===== src/rtl/stencil_stream_source_if.sv =====
// stencil_stream_source_if: host load, start and pulled read-stream signals of the frame source
interface stencil_stream_source_if #(
  parameter int WIDTH   = 16,
  parameter int DEPTH   = 64,
  parameter int REPEATS = 1
);
  localparam int CW = $clog2(DEPTH * REPEATS) + 1;
  logic             flush;
  logic             load_valid;
  logic [WIDTH-1:0] load_data;
  logic             load_ready;
  logic             start;
  logic             read_en;
  logic [WIDTH-1:0] read_data;
  logic             read_valid;
  logic             done;
  logic             underrun;
  logic             start_err;
  logic [CW-1:0]    words_served;
  modport master (
    output flush, load_valid, load_data, start, read_en,
    input  load_ready, read_data, read_valid, done, underrun, start_err, words_served
  );
  modport slave (
    input  flush, load_valid, load_data, start, read_en,
    output load_ready, read_data, read_valid, done, underrun, start_err, words_served
  );
endinterface


===== src/rtl/stencil_stream_source.sv =====
// stencil_stream_source: preloaded frame memory served as a show-ahead pulled stream
module stencil_stream_source #(
  parameter int WIDTH   = 16,
  parameter int DEPTH   = 64,
  parameter int REPEATS = 1
) (
  input logic clk,
  input logic rst_n,
  stencil_stream_source_if.slave s
);
  localparam int AW = $clog2(DEPTH);
  localparam int CW = $clog2(DEPTH * REPEATS) + 1;
  localparam int RW = REPEATS > 1 ? $clog2(REPEATS) : 1;
  typedef enum logic [1:0] {IDLE, STREAM, DONE} state_t;
  state_t state, state_nxt;
  logic [WIDTH-1:0] mem [DEPTH];
  logic [AW:0] loaded, loaded_eff;
  logic [AW-1:0] rd_ptr, rd_nxt;
  logic [RW-1:0] replay;
  logic load_fire, start_ok, consume, last_word, last_replay;
  // Handshake decode, next state and state-derived outputs
  always_comb begin
    s.load_ready = state == IDLE && loaded < (AW+1)'(DEPTH);
    load_fire    = s.load_valid && s.load_ready;
    loaded_eff   = loaded + (AW+1)'(load_fire);
    start_ok     = state == IDLE && s.start && loaded_eff != '0;
    consume      = state == STREAM && s.read_en;
    last_word    = {1'b0, rd_ptr} == loaded - (AW+1)'(1);
    last_replay  = replay == RW'(REPEATS - 1);
    rd_nxt       = rd_ptr + AW'(1);
    state_nxt    = state == IDLE   ? (start_ok ? STREAM : IDLE) :
                   state == STREAM ? (consume && last_word && last_replay ? DONE : STREAM) : IDLE;
    s.read_valid = state == STREAM;
    s.done       = state == DONE;
  end
  // State register; flush forces IDLE ahead of any transition
  always_ff @(posedge clk or negedge rst_n)
    if (!rst_n) state <= IDLE;
    else state <= s.flush ? IDLE : state_nxt;
  // Frame memory is deliberately unreset; only accepted loads write it
  always_ff @(posedge clk)
    if (load_fire && !s.flush) mem[loaded[AW-1:0]] <= s.load_data;
  // Pointers, counters, sticky flags and the registered head-of-stream word
  always_ff @(posedge clk or negedge rst_n)
    if (!rst_n) begin
      loaded         <= '0;
      rd_ptr         <= '0;
      replay         <= '0;
      s.read_data    <= '0;
      s.words_served <= '0;
      s.underrun     <= 1'b0;
      s.start_err    <= 1'b0;
    end else if (s.flush) begin
      loaded      <= '0;
      rd_ptr      <= '0;
      replay      <= '0;
      s.underrun  <= 1'b0;
      s.start_err <= 1'b0;
    end else begin
      if (load_fire) loaded <= loaded + (AW+1)'(1);
      if (s.read_en && state != STREAM) s.underrun <= 1'b1;
      if (state == IDLE && s.start && loaded_eff == '0) s.start_err <= 1'b1;
      if (start_ok) begin
        s.read_data    <= loaded == '0 ? s.load_data : mem[0];
        rd_ptr         <= '0;
        replay         <= '0;
        s.words_served <= '0;
      end else if (consume) begin
        s.words_served <= s.words_served + CW'(1);
        if (!last_word) begin
          rd_ptr      <= rd_nxt;
          s.read_data <= mem[rd_nxt];
        end else if (!last_replay) begin
          replay      <= replay + RW'(1);
          rd_ptr      <= '0;
          s.read_data <= mem[0];
        end
      end
    end
endmodule

===== src/flat_wrapper.sv =====
// flat-port wrapper written by rule: the top's interface ports become plain ports
module stencil_stream_source_flat 
#(
  parameter int WIDTH   = 16,
  parameter int DEPTH   = 64,
  parameter int REPEATS = 1
)
  (clk, rst_n, s_flush, s_load_valid, s_load_data, s_start, s_read_en, s_load_ready, s_read_data, s_read_valid, s_done, s_underrun, s_start_err, s_words_served);
  stencil_stream_source_if #(.WIDTH(WIDTH), .DEPTH(DEPTH), .REPEATS(REPEATS)) s_i ();
  input logic clk;
  input logic rst_n;
  input wire logic [$bits(s_i.flush)-1:0] s_flush;
  input wire logic [$bits(s_i.load_valid)-1:0] s_load_valid;
  input wire logic [$bits(s_i.load_data)-1:0] s_load_data;
  input wire logic [$bits(s_i.start)-1:0] s_start;
  input wire logic [$bits(s_i.read_en)-1:0] s_read_en;
  output wire logic [$bits(s_i.load_ready)-1:0] s_load_ready;
  output wire logic [$bits(s_i.read_data)-1:0] s_read_data;
  output wire logic [$bits(s_i.read_valid)-1:0] s_read_valid;
  output wire logic [$bits(s_i.done)-1:0] s_done;
  output wire logic [$bits(s_i.underrun)-1:0] s_underrun;
  output wire logic [$bits(s_i.start_err)-1:0] s_start_err;
  output wire logic [$bits(s_i.words_served)-1:0] s_words_served;
  assign s_i.flush = s_flush;
  assign s_i.load_valid = s_load_valid;
  assign s_i.load_data = s_load_data;
  assign s_i.start = s_start;
  assign s_i.read_en = s_read_en;
  assign s_load_ready = s_i.load_ready;
  assign s_read_data = s_i.read_data;
  assign s_read_valid = s_i.read_valid;
  assign s_done = s_i.done;
  assign s_underrun = s_i.underrun;
  assign s_start_err = s_i.start_err;
  assign s_words_served = s_i.words_served;
  stencil_stream_source #(.WIDTH(WIDTH), .DEPTH(DEPTH), .REPEATS(REPEATS)) u_core (.clk(clk), .rst_n(rst_n), .s(s_i));
endmodule

===== config.mk =====
export PLATFORM = sky130hd
export DESIGN_NAME = stencil_stream_source_flat
export DESIGN_NICKNAME = d
export VERILOG_FILES = /design/src/rtl/stencil_stream_source_if.sv /design/src/rtl/stencil_stream_source.sv /design/src/flat_wrapper.sv
export SDC_FILE = /design/constraint.sdc
export NUM_CORES = 1
export LEC_CHECK = 0
export BUFFER_PORTS_ARGS = -buffer_cell sky130_fd_sc_hd__buf_2
export CAP_MARGIN = 15
export CORE_AREA = 4 4 303 305
export CTS_BUF_LIST = sky130_fd_sc_hd__clkbuf_16
export DETAILED_ROUTE_END_ITERATION = 6
export DIE_AREA = 0 0 307 309
export PLACE_DENSITY = 0.64
export SETUP_SLACK_MARGIN = 0.5
export SYNTH_ARGS = -nofsm -noshare
export SYNTH_HDL_FRONTEND = slang
export SYNTH_SLANG_ARGS = --single-unit

===== constraint.sdc =====
create_clock -name clk -period 5.99 [get_ports clk]
set_input_delay 0.8985 -clock clk [delete_from_list [all_inputs] [get_ports clk]]
set_output_delay 0.8985 -clock clk [all_outputs]
set_load 0.05 [all_outputs]

### Word-level counts from Yosys, hierarchy flattened

Memory sizes are Yosys's and may differ from the RTL's.
Cells that the tools add are included.

| word-level totals | value |
|---|---|
| register bits after elaboration | 41 |
| RAM bits | 1024 |
| input bits | 22 |
| output and inout bits | 28 |
| word-level logic and storage cells | 79 |
| memories kept | 1 |

| operators by class | value |
|---|---|
| $add $sub $neg | 6 |
| order comparisons | 1 |
| eq/ne operators | 6 |
| multiplexer cells | 30 |
| bitwise operators | 2 |
| reduce and logical (&&, ||, !) cells | 25 |

Memory list:

| memory | depth | width | rd ports | clocked after memory_dff | write ports | line | text |
|---|---|---|---|---|---|---|---|
| u_core.mem | 64 | 16 | 2 | 0 | 1 | stencil_stream_source.sv:16 | `logic [WIDTH-1:0] mem [DEPTH];` |

Operators by type and width:

| operator | count |
|---|---|
| 16-bit two-way mux | 5 |
| 6-bit two-way mux | 5 |
| 7-bit two-way mux | 4 |
| 7-bit by 1-bit adder with 7-bit output, second input constant | 2 |
| 7-bit zero test | 2 |
| 1-bit two-way mux | 12 |
| 1-bit logical AND | 10 |
| 2-bit two-way mux | 4 |
| 2-bit nonzero test | 4 |
| 7-bit by 1-bit adder with 7-bit output | 1 |
| 6-bit by 7-bit == test with 1-bit output | 1 |
| 7-bit less-than comparator, second input constant | 1 |
| 7-bit nonzero test | 1 |
| 7-bit by 1-bit subtractor with 7-bit output, second input constant | 1 |
| 6-bit by 1-bit adder with 6-bit output, second input constant | 1 |
| 2-bit AND reduction | 3 |
| 3-bit nonzero test | 2 |
| 4-bit by 2-bit inequality test with 1-bit output, second input constant | 1 |
| 3-bit by 1-bit inequality test with 1-bit output, second input constant | 1 |
| 3-bit AND reduction | 1 |
| 2-bit by 1-bit == test with 1-bit output, second input constant | 1 |
| 2-bit == test, second input constant | 1 |
| 2-bit zero test | 1 |
| 2-bit by 1-bit inequality test with 1-bit output, second input constant | 1 |
| other kinds (3) | 4 |

### Depth between registers and ports, before layout

| depth | value |
|---|---|
| word-level depth | 9 |
| gate-level depth with buffers | 13 |

### Worst setup path after synthesis

No wires, ideal clock.

| timing path | value |
|---|---|
| path type | register to register |
| start | reg u_core.loaded[6] |
| end | reg u_core.s.read_data[10] |
| library setup time | 0.129 ns |
| data arrival time | 3.931 ns |
| required time | 5.861 ns |
| setup slack | 1.931 ns |
| cell stages (with the launch flop) | 12 |
| buffers on the path | 3 |
| period minus slack after synthesis | 4.059 ns |
| path through | dfrtp_1 > nor3_1 > and2_1 > clkbuf_1 > ha_1 > ha_1 > o41ai_1 > or2_2 > buf_4 > buf_2 > a21oi_1 > a2111o_1 |

| between the ends | value |
|---|---|
| cells in the longest elaborated chain, start to end | 8 |
| elaborated cells on any way between the ends | 16 |
| classes of those cells | add/sub: 2; order compare: 1; eq/ne: 2; mux: 4; reduce/logical: 7 |

Ends and longest elaborated chain:

| item | line | text |
|---|---|---|
| start, declared | stencil_stream_source.sv:17 | `logic [AW:0] loaded, loaded_eff;` |
| start signal, assigned | stencil_stream_source.sv:60 | `if (load_fire) loaded <= loaded + (AW+1)'(1);` |
| 7-bit less-than comparator (*) | stencil_stream_source.sv:23 | `s.load_ready = state == IDLE && loaded < (AW+1)'(DEPTH);` |
| 1-bit logical AND (*) | stencil_stream_source.sv:23 |  |
| named net s_load_ready | flat_wrapper.sv:17 | `output wire logic [$bits(s_i.load_ready)-1:0] s_load_ready;` |
| 1-bit logical AND (*) | stencil_stream_source.sv:24 | `load_fire = s.load_valid && s.load_ready;` |
| 7-bit by 1-bit adder with 7-bit output (*) | stencil_stream_source.sv:25 | `loaded_eff = loaded + (AW+1)'(load_fire);` |
| 7-bit nonzero test (*) | stencil_stream_source.sv:26 | `start_ok = state == IDLE && s.start && loaded_eff != '0;` |
| 1-bit logical AND (*) | stencil_stream_source.sv:26 |  |
| 3-bit by 1-bit inequality test with 1-bit output (no line) or 2-bit nonzero test (tied branches) | - |  |
| 3-bit AND reduction (no line) | - |  |
| end signal, assigned | stencil_stream_source.sv:64 | `s.read_data <= loaded == '0 ? s.load_data : mem[0];` |
| end signal, assigned | stencil_stream_source.sv:72 | `s.read_data <= mem[rd_nxt];` |
| end signal, assigned | stencil_stream_source.sv:76 | `s.read_data <= mem[0];` |
| end, declared | stencil_stream_source_if.sv:26 | `output load_ready, read_data, read_valid, done, underrun, start_err, words_served` |

Mark *: on every way through the listed nets, which the timed path passes. The rest lies on a longest branch. The select of a mux whose other input is x is not followed.
A chain may end at the register's enable or synchronous reset.

### Worst setup path in the final report

| timing path | value |
|---|---|
| start | reg u_core.rd_ptr[0] |
| end | reg u_core.s.read_data[9] |

| between the ends | value |
|---|---|
| cells in the longest elaborated chain, start to end | 5 |
| elaborated cells on any way between the ends | 8 |
| classes of those cells | add/sub: 1; eq/ne: 2; mux: 3; reduce/logical: 1; memory: 1 |

Ends and longest elaborated chain:

| item | line | text |
|---|---|---|
| start, declared | stencil_stream_source.sv:18 | `logic [AW-1:0] rd_ptr, rd_nxt;` |
| start signal, assigned | stencil_stream_source.sv:71 | `rd_ptr <= rd_nxt;` |
| 6-bit by 1-bit adder with 6-bit output | stencil_stream_source.sv:30 | `rd_nxt = rd_ptr + AW'(1);` |
| memory 64 x 16 bit | - |  |
| 16-bit two-way mux | stencil_stream_source.sv:70 | `if (!last_word) begin` |
| 16-bit two-way mux | stencil_stream_source.sv:68 | `end else if (consume) begin` |
| 16-bit two-way mux | stencil_stream_source.sv:63 | `if (start_ok) begin` |

Parallel ways exist; a longest one is shown, timed or not. The select of a mux whose other input is x is not followed.

==> out/summary.txt <==
TritonCTS Buffers = 102
Syn Area/Cell = 20.71 µm²
VDD IR max = 201.2 µV
Placement Setup Slack = 2.260 ns
CTS tree = yes
setup bufs post-CTS = 0
nets@finish = 2,175
part of the power in registers = 0.531
WS Path Type = flip-flop to flip-flop
Vias per Instance = 6.052
cells after synthesis = 2,008
worst slew pin tran = 1.151 ns
number of synthesized flops with an enable pin = 1,024
area of the die = 94,860 µm²
Slew Viols, Final = 0
switch share = 0.2291
P_sw = 3.601 mW
fin crit share = 0.6008
ANT cells = 0
CTS-repair resized insts = 0
Skew-Pair Late Insertion Delay = 0.65 ns
initial antenna violation count = 3
Placed Instances = 3,216
DR iter-0 viols = 2,408
final-report setup violation count = 0
io pins = 50
YS warnings = 0
asr flop ratio synth = 0.03759
DRC = 0
CP Data Arrival Time = 4.12 ns
vias in the first global route = 20,790
Gate power share = 0.087
core area = 89,320 µm²
Initial Util = 0.4655
Startpoint Class = flip-flop
Routed WL per cell = 29.24 µm
syn_nets = 2,036
placer's final routability congestion estimate = 0.8946
Post-Route WL = 99,570 µm
RSZ-0062 raised after global routing = no
Fin. Hold Viols = 0
post-route ant nets = 0
gr usage total = 0.2109
Area Overhead vs Synth = 12.67%
Vias = 20,610
CP max FO = 57
FP Rows = 110
WHS = 0.3520 ns
Hold Path Class = primary input to asynchronous set/reset pin
setup ws final = 2.391 ns
run status = finished, final reports clean
Synth Cell Area = 41,580 µm²
Finished Layout Cells = 3,405
Final Critical Period = 3.599 ns
Overflow after GRT = 0
CP Capture Type = flip-flop
post-synthesis sequential area ratio = 0.7636
largest net degree at the start of global routing = 113
Max Cap Viol = 0
Die Y = 309 µm
TritonRoute pass-1 iters = 5
maximum clock path buffer count = 3
Root Buffer = clkbuf_16
number of library cell types mapped by synthesis = 55
Max Fclk = 277.9 MHz
IO buf count = 49
Pleak = 14.80 nW
clock power share = 0.382
hold buffers post-CTS = 0
Setup Skew = 0.01605 ns
setup TNS = 0 ns
first-pass GRT wire length = 145,700 µm
Cell Pwr Density = 335.5 nW/µm²
Worst-path clk slew = 0.06 ns
dpl hpwl = 56,750 µm
ratio of cells with drive above 1 in the final layout = 0.2508
cell internal pwr = 12.12 mW
Clock H-tree levels = 3
Sink Count = 1,064
Slew headroom = 0.2326
top_reg_cell synth = edfxtp_1
flops & latches, synth = 1,064
Critical Path RT = 6.51 ns
die width = 307 µm
-- power groups by stage --
| stage | Clock (mW) | Sequential, mW | Combinational (mW) |
|---|---|---|---|
| global route | 6.45 | 8.35 | 1.46 |
| finish | 6.00 | 8.35 | 1.37 |
| global placement | 0 | 8.50 | 1.36 |
| detailed placement | 0 | 8.51 | 1.38 |
| floorplan | 0 | 8.65 | 0.740 |
| CTS | 6.11 | 8.35 | 1.38 |
-- layer usage --
layer	vias to the layer above	wire, µm	track usage
li1	8586	-	-
met4	0	2722	0.05810
met1	10940	41320	0.3071
met3	164	8047	0.03930
met2	921	47490	0.3329
met5	-	0	0
-- layout make-up --
type / count / area, µm²
Clock buffer: 105 / 2628
Clock inverter: 81 / 483.0
Multi-Input combinational cell: 825 / 9392
Sequential cell: 1064 / 31750
Tap cell: 1176 / 1471
Fill cell: 6830 / 42480
Timing Repair Buffer: 150 / 1105
Inverter: 4 / 15.01
-- path summary, 6_finish.rpt --
| kind | startpoint | end | slack [ns] | cells after the start |
|---|---|---|---|---|
| min in group clk | u_core.s.start_err | u_core.s.start_err | 0.49 | 2 |
| hold reg to reg | u_core.s.start_err | u_core.s.start_err | 0.49 | 2 |
| max in group asynchronous | rst_n | u_core.rd_ptr[0] | 5.16 | 2 |
| setup / recovery | u_core.rd_ptr[0] | u_core.s.read_data[9] | 2.39 | 7 |
| hold / removal | rst_n | u_core.s.read_data[8] | 0.35 | 2 |
| setup reg to reg | u_core.rd_ptr[0] | u_core.s.read_data[9] | 2.39 | 7 |
-- kinds of logic (layout without fill, tap and decap cells) --
group | Yosys count | in the layout | share of synthesized area
fa+ha+maj | 6 | 6 | 0.001805
buf+inv | 119 | 340 | 0.01231
flops | 1064 | 1064 | 0.7636
compound gates | 128 | 128 | 0.02537
simple gates | 339 | 339 | 0.03587
xor+xnor | 25 | 25 | 0.005266
mux | 327 | 327 | 0.1558
-- stage by stage --
step	util	area, µm²	total power [mW]
6_report	0.5245	46850	15.72
5_1_grt	0.5245	46850	16.26
4_1_cts	0.5240	46800	15.84
3_5_place_dp	0.4891	43690	9.889
3_3_place_gp	0.4890	43680	9.860
2_1_floorplan	-	41580	9.391
-- critical path: stages, from the launching register on --
cell and delay [ns]:
dfrtp_4 0.69, ha_4 0.75, buf_12 0.40, mux4_2 0.37, mux2i_1 0.31, a32oi_1 0.20, and3_1 0.38, a2111o_1 0.32
-- cell usage after synthesis, drive strengths merged (12+ instances only) --
master,n,area [µm²]
buf,41,219.0
edfxtp,1024,30750
mux2i,70,700.7
clkbuf,74,277.8
xnor2,13,113.9
xor2,12,105.1
dfrtp,40,1001
nand2,171,641.9
a2111o,16,180.2
mux4,256,5766
nor2,87,326.6
a32oi,62,543.0
a21oi,22,110.1
and3,32,200.2
-- registers in the layout (all words and copies together) (netlist names) --
signal,count
u_core.rd_ptr,6
u_core.loaded,7
u_core.s.start_err,1
u_core.s.read_data,16
u_core.s.words_served,7
u_core.s.underrun,1
u_core.mem,1024
u_core.state,2
-- cells in the final DEF, fill, tap and decap left out, types with 3 or more instances in the layout --
cell and count:
inv_6 4, nand3b_1 4, buf_4 91, bufinv_16 5, xor2_1 11, nand4_1 5, edfxtp_1 1024, nand2_1 171
nand3_1 7, buf_2 49, clkbuf_16 105, nor2b_1 5, a21oi_1 22, o21ai_0 6, clkinv_2 16, inv_1 40
a2111o_1 16, ha_1 5, dfrtp_1 39, nor2_1 85, buf_12 7, clkinv_1 18, and3_1 32, mux2i_1 70
mux4_2 256, and2_1 3, nor3_1 3, nor3b_1 4, or3_1 4, a32oi_1 62, xnor2_1 12, a22o_1 3
Power figures use the tool's default switching activity.
